--- config.mk ---
export PLATFORM = sky130hd
export DESIGN_NAME = axi_stream_rx_fifo
export DESIGN_NICKNAME = d
export VERILOG_FILES = /design/src/rtl/axi_stream_pkg.sv /design/src/rtl/axi_stream_rx_storage.sv /design/src/rtl/axi_stream_rx_fifo.sv
export SDC_FILE = /design/constraint.sdc
export NUM_CORES = 1
export LEC_CHECK = 0
export CORE_MARGIN = 3
export CORE_UTILIZATION = 65
export DETAILED_ROUTE_END_ITERATION = 10
export GPL_TIMING_DRIVEN = 0
export MAX_ROUTING_LAYER = met4
export PLACE_DENSITY = 0.83
export REMOVE_ABC_BUFFERS = 1
export SLEW_MARGIN = 20
export SYNTH_ARGS = -nofsm -noshare
export SYNTH_HDL_FRONTEND = slang
export SYNTH_HIERARCHICAL = 1
export SYNTH_SLANG_ARGS = --single-unit
--- constraint.sdc ---
create_clock -name clk -period 13.4 [get_ports clk]
set_input_delay 1.34 -clock clk [delete_from_list [all_inputs] [get_ports clk]]
set_output_delay 1.34 -clock clk [all_outputs]
set_load 0.01 [all_outputs]
--- src/rtl/axi_stream_pkg.sv ---
// Shared sizing helpers and the packed FIFO entry layout {last, user, keep, strb, data}
// for the AXI-Stream receive FIFO.
package axi_stream_pkg;

  function automatic int count_width(input int depth);
    return $clog2(depth) + 1;
  endfunction

  function automatic int data_lsb(input int bw);
    return 0 * bw;
  endfunction

  function automatic int strb_lsb(input int bw);
    return 8 * bw;
  endfunction

  function automatic int keep_lsb(input int bw);
    return 9 * bw;
  endfunction

  function automatic int user_lsb(input int bw);
    return 10 * bw;
  endfunction

  function automatic int last_bit(input int bw, input int uw);
    return 10 * bw + uw;
  endfunction

  function automatic int entry_width(input int bw, input int uw);
    return 10 * bw + uw + 1;
  endfunction

endpackage

--- src/rtl/axi_stream_rx_storage.sv ---
// Simple dual-port register array: synchronous write, asynchronous read by address.
// No reset on the array; readers mask the output while nothing valid is stored.
module axi_stream_rx_storage #(
  parameter int width = 8,
  parameter int depth = 16
) (
  input  logic                     i_clk,
  input  logic                     i_wr_en,
  input  logic [$clog2(depth)-1:0] i_wr_addr,
  input  logic [width-1:0]         i_wr_data,
  input  logic [$clog2(depth)-1:0] i_rd_addr,
  output logic [width-1:0]         o_rd_data
);

  logic [width-1:0] r_mem [depth];

  always_ff @(posedge i_clk) begin
    if (i_wr_en) r_mem[i_wr_addr] <= i_wr_data;
  end

  assign o_rd_data = r_mem[i_rd_addr];

endmodule

--- src/rtl/axi_stream_rx_fifo.sv ---
// AXI-Stream slave into a FWFT FIFO (1-cycle write-to-read), registered tready drops when full.
// Optional sticky protocol checker enabled by AXIS_RX_PROTOCOL_CHECK_EN.
module axi_stream_rx_fifo
  import axi_stream_pkg::*;
#(
  parameter int byte_width = 4,
  parameter int user_width = 1,
  parameter int depth      = 16
) (
  input  logic                    clk,
  input  logic                    resetn,
  input  logic                    tvalid,
  output logic                    tready,
  input  logic [8*byte_width-1:0] tdata,
  input  logic [byte_width-1:0]   tstrb,
  input  logic [byte_width-1:0]   tkeep,
  input  logic                    tlast,
  input  logic [user_width-1:0]   tuser,
  output logic                    rd_valid,
  input  logic                    rd_en,
  output logic [8*byte_width-1:0] rd_data,
  output logic [byte_width-1:0]   rd_keep,
  output logic [byte_width-1:0]   rd_strb,
  output logic                    rd_last,
  output logic [user_width-1:0]   rd_user,
  output logic [$clog2(depth):0]  level,
  output logic [$clog2(depth):0]  pkt_count,
  output logic                    proto_err
);

  localparam int AW = $clog2(depth);
  localparam int CW = count_width(depth);
  localparam int EW = entry_width(byte_width, user_width);
  localparam int DW = 8 * byte_width;
  localparam int DL = data_lsb(byte_width);
  localparam int SL = strb_lsb(byte_width);
  localparam int KL = keep_lsb(byte_width);
  localparam int UL = user_lsb(byte_width);
  localparam int LB = last_bit(byte_width, user_width);

  logic [AW-1:0] r_wr_ptr, r_rd_ptr;
  logic [CW-1:0] r_level, r_pkt_count;
  logic          r_tready;
  logic [CW-1:0] w_level_nxt, w_pkt_nxt;
  logic          w_accept, w_push, w_pop, w_rd_valid, w_tready_nxt;
  logic          w_push_last, w_pop_last;
  logic [EW-1:0] w_wr_entry, w_rd_entry, w_head;

  // Null beats (no bytes, not end-of-packet) are consumed but never stored.
  assign w_accept   = tvalid & r_tready;
  assign w_push     = w_accept & ((|tkeep) | tlast);
  assign w_rd_valid = (r_level != '0);
  assign w_pop      = rd_en & w_rd_valid;
  assign w_wr_entry = {tlast, tuser, tkeep, tstrb, tdata};
  assign w_head     = w_rd_valid ? w_rd_entry : '0;

  assign w_push_last  = w_push & tlast;
  assign w_pop_last   = w_pop & w_head[LB];
  assign w_level_nxt  = r_level + {{(CW-1){1'b0}}, w_push} - {{(CW-1){1'b0}}, w_pop};
  assign w_pkt_nxt    = r_pkt_count + {{(CW-1){1'b0}}, w_push_last}
                                    - {{(CW-1){1'b0}}, w_pop_last};
  assign w_tready_nxt = (w_level_nxt < CW'(depth));

  axi_stream_rx_storage #(
    .width (EW),
    .depth (depth)
  ) u_storage (
    .i_clk     (clk),
    .i_wr_en   (w_push),
    .i_wr_addr (r_wr_ptr),
    .i_wr_data (w_wr_entry),
    .i_rd_addr (r_rd_ptr),
    .o_rd_data (w_rd_entry)
  );

  always_ff @(posedge clk or negedge resetn) begin
    if (!resetn) begin
      r_wr_ptr    <= '0;
      r_rd_ptr    <= '0;
      r_level     <= '0;
      r_pkt_count <= '0;
      r_tready    <= 1'b0;
    end else begin
      if (w_push) r_wr_ptr <= r_wr_ptr + AW'(1);
      if (w_pop)  r_rd_ptr <= r_rd_ptr + AW'(1);
      r_level     <= w_level_nxt;
      r_pkt_count <= w_pkt_nxt;
      r_tready    <= w_tready_nxt;
    end
  end

  assign tready    = r_tready;
  assign rd_valid  = w_rd_valid;
  assign rd_data   = w_head[DL +: DW];
  assign rd_strb   = w_head[SL +: byte_width];
  assign rd_keep   = w_head[KL +: byte_width];
  assign rd_user   = w_head[UL +: user_width];
  assign rd_last   = w_head[LB];
  assign level     = r_level;
  assign pkt_count = r_pkt_count;

`ifdef AXIS_RX_PROTOCOL_CHECK_EN
  logic          r_stall, r_proto_err;
  logic [EW-1:0] r_prev_beat;
  logic          w_strb_err, w_hold_err;

  // A stalled beat must stay valid with every field unchanged on the next cycle.
  assign w_strb_err = tvalid & (|(tstrb & ~tkeep));
  assign w_hold_err = r_stall & (~tvalid | (w_wr_entry != r_prev_beat));

  always_ff @(posedge clk or negedge resetn) begin
    if (!resetn) begin
      r_stall     <= 1'b0;
      r_prev_beat <= '0;
      r_proto_err <= 1'b0;
    end else begin
      r_stall     <= tvalid & ~r_tready;
      r_prev_beat <= w_wr_entry;
      if (w_strb_err | w_hold_err) r_proto_err <= 1'b1;
    end
  end

  assign proto_err = r_proto_err;
`else
  assign proto_err = 1'b0;
`endif

endmodule

== Yosys cells after proc, flatten, opt, wreduce, memory -nomap -nowiden ==
Memories as Yosys holds them, arrays and structs flattened.
Cells that the tools add are included.
Word-level totals
  output and inout port bits: 55
  memory bits (writable): 672
  input bits: 46
  memories: 1
  bits in registers: 19
  logic and storage cells: 24
Cells by class
  bitwise logic cells: 6
  reductions and logical operators: 2
  multiplexer cells: 3
  add/subtract/negate cells: 6
  $lt $le $gt $ge: 1
Memories
  u_storage.r_mem: depth 16, bits a word 42, rd ports 1, clocked after memory_dff 0, write ports 1, line axi_stream_rx_storage.sv:15  | logic [width-1:0] r_mem [depth];
Operators by type and width (count)
  42-bit 2-to-1 mux: 1
  5-bit by 1-bit adder with 5-bit output: 2
  5-bit by 1-bit subtractor with 5-bit output: 2
  4-bit by 1-bit adder with 4-bit output, second input constant: 2
  1-bit bitwise AND: 5
  5-bit less-than comparator, second input constant: 1
  5-bit nonzero test: 1
  4-bit OR reduction: 1
  1-bit 2-to-1 mux: 2
  1-bit bitwise OR: 1

== Logic depth before layout (Yosys ltp) ==
Gate-level depths: netlist (run 1).
  depth after elaboration: 6
  depth in mapped cells: 16
  depth with buffers taken out: 14

== Modules after synthesis ==
Netlist (run 1), hierarchy kept.
Modules (own cells, without submodules)
  axi_stream_rx_storage: instances 1, cells each 1050, area each 25215.4 µm², seq. area each 20179.4 µm²
  axi_stream_rx_fifo: instances 1, cells each 139, area each 1348.8 µm², seq. area each 475.5 µm²

== Least setup slack after synthesis (run 1) ==
No wires, ideal clock.
  path type: in2reg
  from: input port tkeep[0]
  to: memory u_storage/r_mem[0][0] in the netlist's numbering (enable)
  data required time: 12907 ps
  setup slack: 7890 ps
  buffers on the path: 0
  arrival: 5017 ps
  cell stages on the path: 5
  setup time: 493 ps
  path through: or4_4 -> o211ai_4 -> inv_4 -> or3b_2 -> nor3_1
On the way
  longest elaborated chain between the ends: 5
RTL lines
  start: declaration: line axi_stream_rx_fifo.sv:16  | input logic [byte_width-1:0] tkeep,
  4-bit OR reduction: line axi_stream_rx_fifo.sv:51  | assign w_push = w_accept & ((|tkeep) | tlast);
  1-bit bitwise OR: line axi_stream_rx_fifo.sv:51
  1-bit bitwise AND: line axi_stream_rx_fifo.sv:51
  via w_push: line axi_stream_rx_fifo.sv:45  | logic w_accept, w_push, w_pop, w_rd_valid, w_tready_nxt;
  1-bit 2-to-1 mux: line axi_stream_rx_storage.sv:18  | if (i_wr_en) r_mem[i_wr_addr] <= i_wr_data;
  1-bit 2-to-1 mux (implied by the code): line axi_stream_rx_storage.sv:18
  end: declaration: line axi_stream_rx_storage.sv:15
The timed path passes the listed nets, and every way through them passes these cells.

== Worst setup path after layout (run 1) ==
  from: register r_rd_ptr[0]
  to: output port rd_data[15]
On the way
  longest elaborated chain between the ends: 2
RTL lines
  start: declaration: line axi_stream_rx_fifo.sv:41  | logic [AW-1:0] r_wr_ptr, r_rd_ptr;
  start signal: assignment: line axi_stream_rx_fifo.sv:85  | if (w_pop) r_rd_ptr <= r_rd_ptr + AW'(1);
  memory read 16 x 42 bit
  via w_rd_entry[15]: line axi_stream_rx_fifo.sv:47  | logic [EW-1:0] w_wr_entry, w_rd_entry, w_head;
  42-bit 2-to-1 mux: line axi_stream_rx_fifo.sv:55  | assign w_head = w_rd_valid ? w_rd_entry : '0;
  end: declaration: line axi_stream_rx_fifo.sv:21  | output logic [8*byte_width-1:0] rd_data,
The timed path passes the listed nets, and every way through them passes these cells.

==> impl_metrics.tcl, run 1 <==
set metrics [dict create \
    min_path_type "reg -> reg" \
    final_cells 1941 \
    clk_latency_ns 0.60 \
    combPwrFrac 0.330 \
    first_iter_violations 1880 \
    drt_wl_total_um 68800 \
    yosysSeqAreaShare 0.778 \
    port_buffers 99 \
    status "complete, no violations" \
    core_um2 40100 \
    yosysTopAreaCell "edfxtp_1" \
    skew_ns 0.0185 \
    die_area_um2 43300 \
    ir_drop_v 0.000212 \
    placed_cells 1819 \
    grt_max_degree 52 \
    cp.required_ns 12.06 \
    timing.setup.tns_ns 0 \
    finalHoldViolCount 0 \
    cap_violations 0 \
    syn_avg_cell_area_um2 22.3 \
    clockBufferDepth 3 \
    leakage_nw 10.2 \
    die_y_um 208 \
    routedWlPerCell_um 35.5 \
    power_mw 6.79 \
    clock_sinks 691 \
    hold_depth 1 \
    cts-buffers-inserted 67 \
    yosys_warnings 6 \
    p_seq_frac 0.394 \
    path_buf_inv 6 \
    synth_top_area_share 0.760 \
    crit_arrival_ns 4.61 \
    finalMaxSlewViolations 0 \
    syn_inst 1189 \
    drtPass1Iterations 5 \
    netlist_area_um2 26600 \
    grt_antenna_before_repair 3 \
    layout-area-overhead-vs-synth_pct 18.0 \
    cp_max_fo 34 \
    crit_slowest_cell "dfrtp_4" \
    gr-total-overflow 0 \
    clockPowerShare 0.276 \
    place_area_um2 29200 \
    grt_pass1_vias 14500 \
    setup_viol 0 \
    swShare 0.305 \
    final_antenna_net_count 0 \
    dpl.hpwl_um 35700 \
    critPathKind "reg -> out" \
    cpMostUsedCell "buf_16" \
    fp.dieW_um 208 \
    rsz0062_at_grt "false" \
    cpLargestDelayFamily "buffers and inverters" \
    final_cell_mix "edfxtp_1 (672), mux4_2 (168), clkdlybuf4s50_1 (99)" \
    final_area_um2 31400 \
    utilization 0.782 \
    fmax_mhz 168 \
    power_density_nw_per_um2 217 \
    cp_slowest_stage_delay_ns 0.88 \
    cts_resized 0 \
    slew_headroom 0.332 \
    htree_levels 3 \
    finalCritPeriodShare 0.444 \
    num_vias 13900 \
    cts.reportedPaths.clkPinSlew_ns 0.06 \
    path_depth 10 \
    reg2reg_depth 13 \
    start_util 0.662 \
    postCtsHoldBufs 0 \
    p_sw_mw 2.07 \
    post-route-drc-count 0 \
    min_period_ns 5.95 \
    intPower_mw 4.72 \
    placementRows 73 \
    final_net_count 1424 \
    synth-seq-cells 691 \
    cp-start-kind "register" \
    clock-root-buffer "clkbuf_16" \
    cp-end-kind "output pin" \
    grt.total_usage 0.336 \
    gp_congestion 0.707 \
    drive_gt1_frac 0.251 \
    cts_tree "done" \
    grt_pass1_wl_um 101000 \
    r2r_slack_ns 9.92 \
    ys_types 33 \
    crit_chain "buf_12 -> buf_16 -> buf_12 -> buf_16 -> buf_16 -> mux4_2 -> a22oi_1 -> nand2_1 -> nor2b_1 -> clkdlybuf4s50_1" \
    cts_setup_buffers 0 \
    via_per_inst 7.16 \
    synth_area_leaders "edfxtp_1 (76%), mux4_2 (14%), a22oi_1 (2.4%)" \
    layout_commonest_cell "edfxtp_1" \
    io_pins 101 \
    tightest_slew_ns 1.00 \
]
==> metrics by stage <==
stage | setup WS, ns | hold slack (ns)
after floorplan | 4.48 | 0.492
after global placement | 1.16 | 0.499
after detailed placement | 8.09 | 0.512
after CTS | 7.36 | 0.529
after global routing | 7.11 | 0.546
final | 7.45 | 0.520
==> cells by family (layout without fill, tap and decap cells) <==
logic type | Yosys count | count (layout) | synth area share
and+or+nand+nor | 125 | 125 | 0.0246
AOI/OAI and AO/OA | 92 | 92 | 0.0261
other | 1 | 5 | 0.000141
buffers and inverters | 81 | 304 | 0.0162
DFF | 691 | 691 | 0.778
muxes | 169 | 169 | 0.143
xor gates and xnor gates | 15 | 15 | 0.00495
adders and majority gates | 15 | 15 | 0.00763
==> flip-flops by register name (all words and copies together), names as in the netlist <==
| signal | flops |
|---|---|
| u_storage/r_mem | 672 |
| level | 5 |
| pkt_count | 5 |
| r_rd_ptr | 4 |
| r_wr_ptr | 4 |
| tready | 1 |
==> power groups by stage <==
stage	clock [mW]	combinational, mW	sequential, mW
after CTS	1.88	2.24	2.68
after floorplan	0	1.33	2.82
after global routing	1.96	2.35	2.69
after detailed placement	0	2.14	2.71
after global placement	0	2.09	2.91
final	1.87	2.24	2.68
==> worst paths after layout <==
check | startpoint | to
worst max-delay path | r_rd_ptr[0] | rd_data[15]
max in group asynchronous | resetn | r_rd_ptr[0]
worst min register to register | pkt_count[0] | pkt_count[0]
worst min-delay path | pkt_count[0] | pkt_count[0]
worst max register to register | r_rd_ptr[0] | pkt_count[4]
min in group asynchronous | resetn | pkt_count[2]
==> cell type report <==
cell class,instances,area (µm²)
Inverter,18,70.1
Tap cell,525,657
Multi-Input combinational cell,417,5620
Antenna cell,4,10.0
Fill cell,1775,8740
Timing Repair Buffer,168,2220
Clock buffer,85,1790
Clock inverter,33,334
Sequential cell,691,20700
==> synth_stat cells <==
library cell  number
buf_2             14
clkbuf_1          31
or4_4              1
conb_1             1
nor2_1            14
dfrtp_1           19
nand3_1            2
mux4_2           168
inv_1             17
nand2_1           48
edfxtp_1         672
and2_1             2
nand4_1            1
buf_6             12
nand4_2            1
or3b_2             1
fa_1               2
nor2b_1           45
nand3b_1           2
mux2_1             1
a22oi_1           84
buf_4              4
xor2_1             3
ha_1              13
nor3_1             4
nor4b_4            1
a21oi_1            4
a21o_1             3
inv_4              1
nand2b_1           3
xnor2_1           12
buf_1              2
o211ai_4           1
==> worst reg2reg max path, stage by stage (launching register included) <==
cell and delay, ns:
dfrtp_4 0.88, mux4_2 0.63, a22oi_1 0.26, nand2_1 0.13, and2_1 0.16, ha_1 0.28
inv_1 0.06, ha_1 0.16, inv_1 0.06, fa_1 0.40, inv_1 0.07, a21o_1 0.10
a21oi_1 0.07, xnor2_1 0.13
==> routing by layer <==
layer,vias to the layer above,part of all wire,track usage
met5,-,0,-
met4,0,0.039,0.136
met3,206,0.10,0.0700
met2,1131,0.50,0.525
met1,7239,0.35,0.447
li1,5316,-,-
(Power assumes the default switching activity.)
==> run 2: changes to the inputs <==
--- a/config.mk
+++ b/config.mk
@@ -6,11 +6,11 @@
 export NUM_CORES = 1
 export LEC_CHECK = 0
 export CORE_MARGIN = 3
-export CORE_UTILIZATION = 65
+export CORE_UTILIZATION = 55
 export DETAILED_ROUTE_END_ITERATION = 10
 export GPL_TIMING_DRIVEN = 0
 export MAX_ROUTING_LAYER = met4
-export PLACE_DENSITY = 0.83
+export PLACE_DENSITY = 0.75
 export REMOVE_ABC_BUFFERS = 1
 export SLEW_MARGIN = 20
 export SYNTH_ARGS = -nofsm -noshare
==> constraint.sdc (replaced) <==
create_clock -name clk -period 5.2 [get_ports clk]
set_input_delay 0.52 -clock clk [delete_from_list [all_inputs] [get_ports clk]]
set_output_delay 0.52 -clock clk [all_outputs]
set_load 0.01 [all_outputs]
==> run 2 against run 1 <==
Compared with the run above: critical path depth down 3; clock power is 140% higher; wire length down 14%; highest routed layer unchanged; critical endpoint is now rd_data[11]; critical path type unchanged; sequential share of layout area shrank 0.27 points; largest cell class unchanged.
==> impl_metrics.tcl, run 2 (synthesis gave the netlist of run 1 again) <==
set metrics [dict create \
    status "complete, no violations" \
    io_pins 101 \
    final_antenna_net_count 0 \
    drt_wl_total_um 59500 \
    final_area_um2 31500 \
    r2r-start "r_rd_ptr[0]" \
    grt_pass1_wl_um 88200 \
    drtPass1Iterations 5 \
    rsz0062_at_grt "false" \
    critPathKind "reg -> out" \
    ir_drop_v 0.000394 \
    final_cell_mix "edfxtp_1 (672), mux4_2 (168), clkdlybuf4s50_1 (99)" \
    cp-start-kind "register" \
    layout_commonest_cell "edfxtp_1" \
    crit_arrival_ns 3.54 \
    htree_levels 3 \
    post-route-drc-count 0 \
    start_util 0.563 \
    finalCritPeriodShare 0.781 \
    place_area_um2 29500 \
    finalMaxSlewViolations 0 \
    gr-total-overflow 0 \
    cts_setup_buffers 0 \
    setup_viol 0 \
    cp_slowest_stage_delay_ns 0.78 \
    num_vias 13000 \
    cap_violations 0 \
    finalWorstSetupSlack_ns 1.14 \
    min_path_type "in -> async" \
    port_buffers 99 \
    fmax_mhz 246 \
    fill_cells 2790 \
    die_y_um 226 \
    pre_cts_slack_ns 1.22 \
    slew_headroom 0.409 \
    final_net_count 1430 \
    cts-buffers-inserted 69 \
    largest_reg_flops 672 \
    regMostFlops "u_storage/r_mem" \
    cpMostUsedCell "buf_16" \
    critPathLaunch "r_rd_ptr[0]" \
    clock_sinks 691 \
    placementRows 79 \
    cts_tree "done" \
    die_area_um2 51000 \
    finalHoldViolCount 0 \
    clk_latency_ns 0.59 \
    timing.setup.tns_ns 0 \
    grt_max_degree 52 \
    cp_max_fo 31 \
    clockBufferDepth 3 \
    cp.required_ns 4.68 \
    routedWlPerCell_um 29.3 \
    dpl.hpwl_um 35700 \
    core_um2 47100 \
    tightest_slew_ns 0.883 \
    drive_gt1_frac 0.252 \
    clock-root-buffer "clkbuf_16" \
    postCtsHoldBufs 0 \
    grt_pass1_vias 13600 \
    skew_ns 0.0190 \
    crit_slowest_cell "dfrtp_4" \
    leakage_nw 10.2 \
    first_iter_violations 1370 \
    layout-area-overhead-vs-synth_pct 18.5 \
    power_density_nw_per_um2 539 \
    cp-end-kind "output pin" \
    cts.reportedPaths.clkPinSlew_ns 0.06 \
    grt.total_usage 0.249 \
    path_buf_inv 3 \
    via_per_inst 6.40 \
    cpLargestDelayFamily "buffers and inverters" \
    min_period_ns 4.06 \
    grt_antenna_before_repair 5 \
    cts_resized 0 \
    gp_congestion 0.714 \
    crit_chain "buf_16 -> buf_16 -> mux4_2 -> a22oi_1 -> nand2_1 -> nor2b_1 -> clkdlybuf4s50_1" \
    fp.dieW_um 226 \
]
==> run 2: final timing paths <==
kind                           endpoint  slack (ns)  cells after the start
setup reg to reg           pkt_count[4]        1.58                     14
hold / removal             pkt_count[0]        0.44                      1
setup / recovery            rd_data[11]        1.14                      7
max in group asynchronous   r_rd_ptr[0]        4.11                      1
min in group clk           pkt_count[0]        0.53                      1
hold reg to reg            pkt_count[0]        0.53                      1
==> run 2: power breakdown <==
| part | internal [mW] | total (mW) | leakage, nW | switching (mW) |
|---|---|---|---|---|
| logic | 2.92 | 5.62 | 2.91 | 2.71 |
| registers | 6.53 | 6.83 | 6.28 | 0.304 |
| clock network | 2.57 | 4.51 | 0.994 | 1.94 |
==> run 2: per-layer routing <==
metal | wire, µm | GRT usage | vias up
met2 | 29700 | 0.388 | 672
met4 | 1890 | 0.0953 | 0
li1 | - | - | 5338
met3 | 4910 | 0.0513 | 147
met5 | 0 | - | -
met1 | 23000 | 0.331 | 6823
==> run 2: area by class of cell <==
type | instances | area [µm²] | share of cell area
flip-flops and latches | 691 | 20700 | 0.656
multi-input cells | 417 | 5620 | 0.178
repair buffers | 172 | 2350 | 0.0747
diodes | 5 | 12.5 | 0.000397
clock inverters | 24 | 140 | 0.00445
clock buffers | 93 | 1880 | 0.0597
well taps | 607 | 759 | 0.0241
inverters | 18 | 70.1 | 0.00223
==> run 2: through the flow <==
step / cells / util / power [mW] / hold WS (ns)
floorplan: 1126 / - / 10.4 / 0.224
finish: 2027 / 0.668 / 17.0 / 0.442
detailed placement: 1905 / 0.625 / 12.5 / 0.526
CTS: 2022 / 0.668 / 17.1 / 0.443
global route: 2027 / 0.668 / 17.7 / 0.491
global placement: 1832 / 0.593 / 11.9 / 0.491
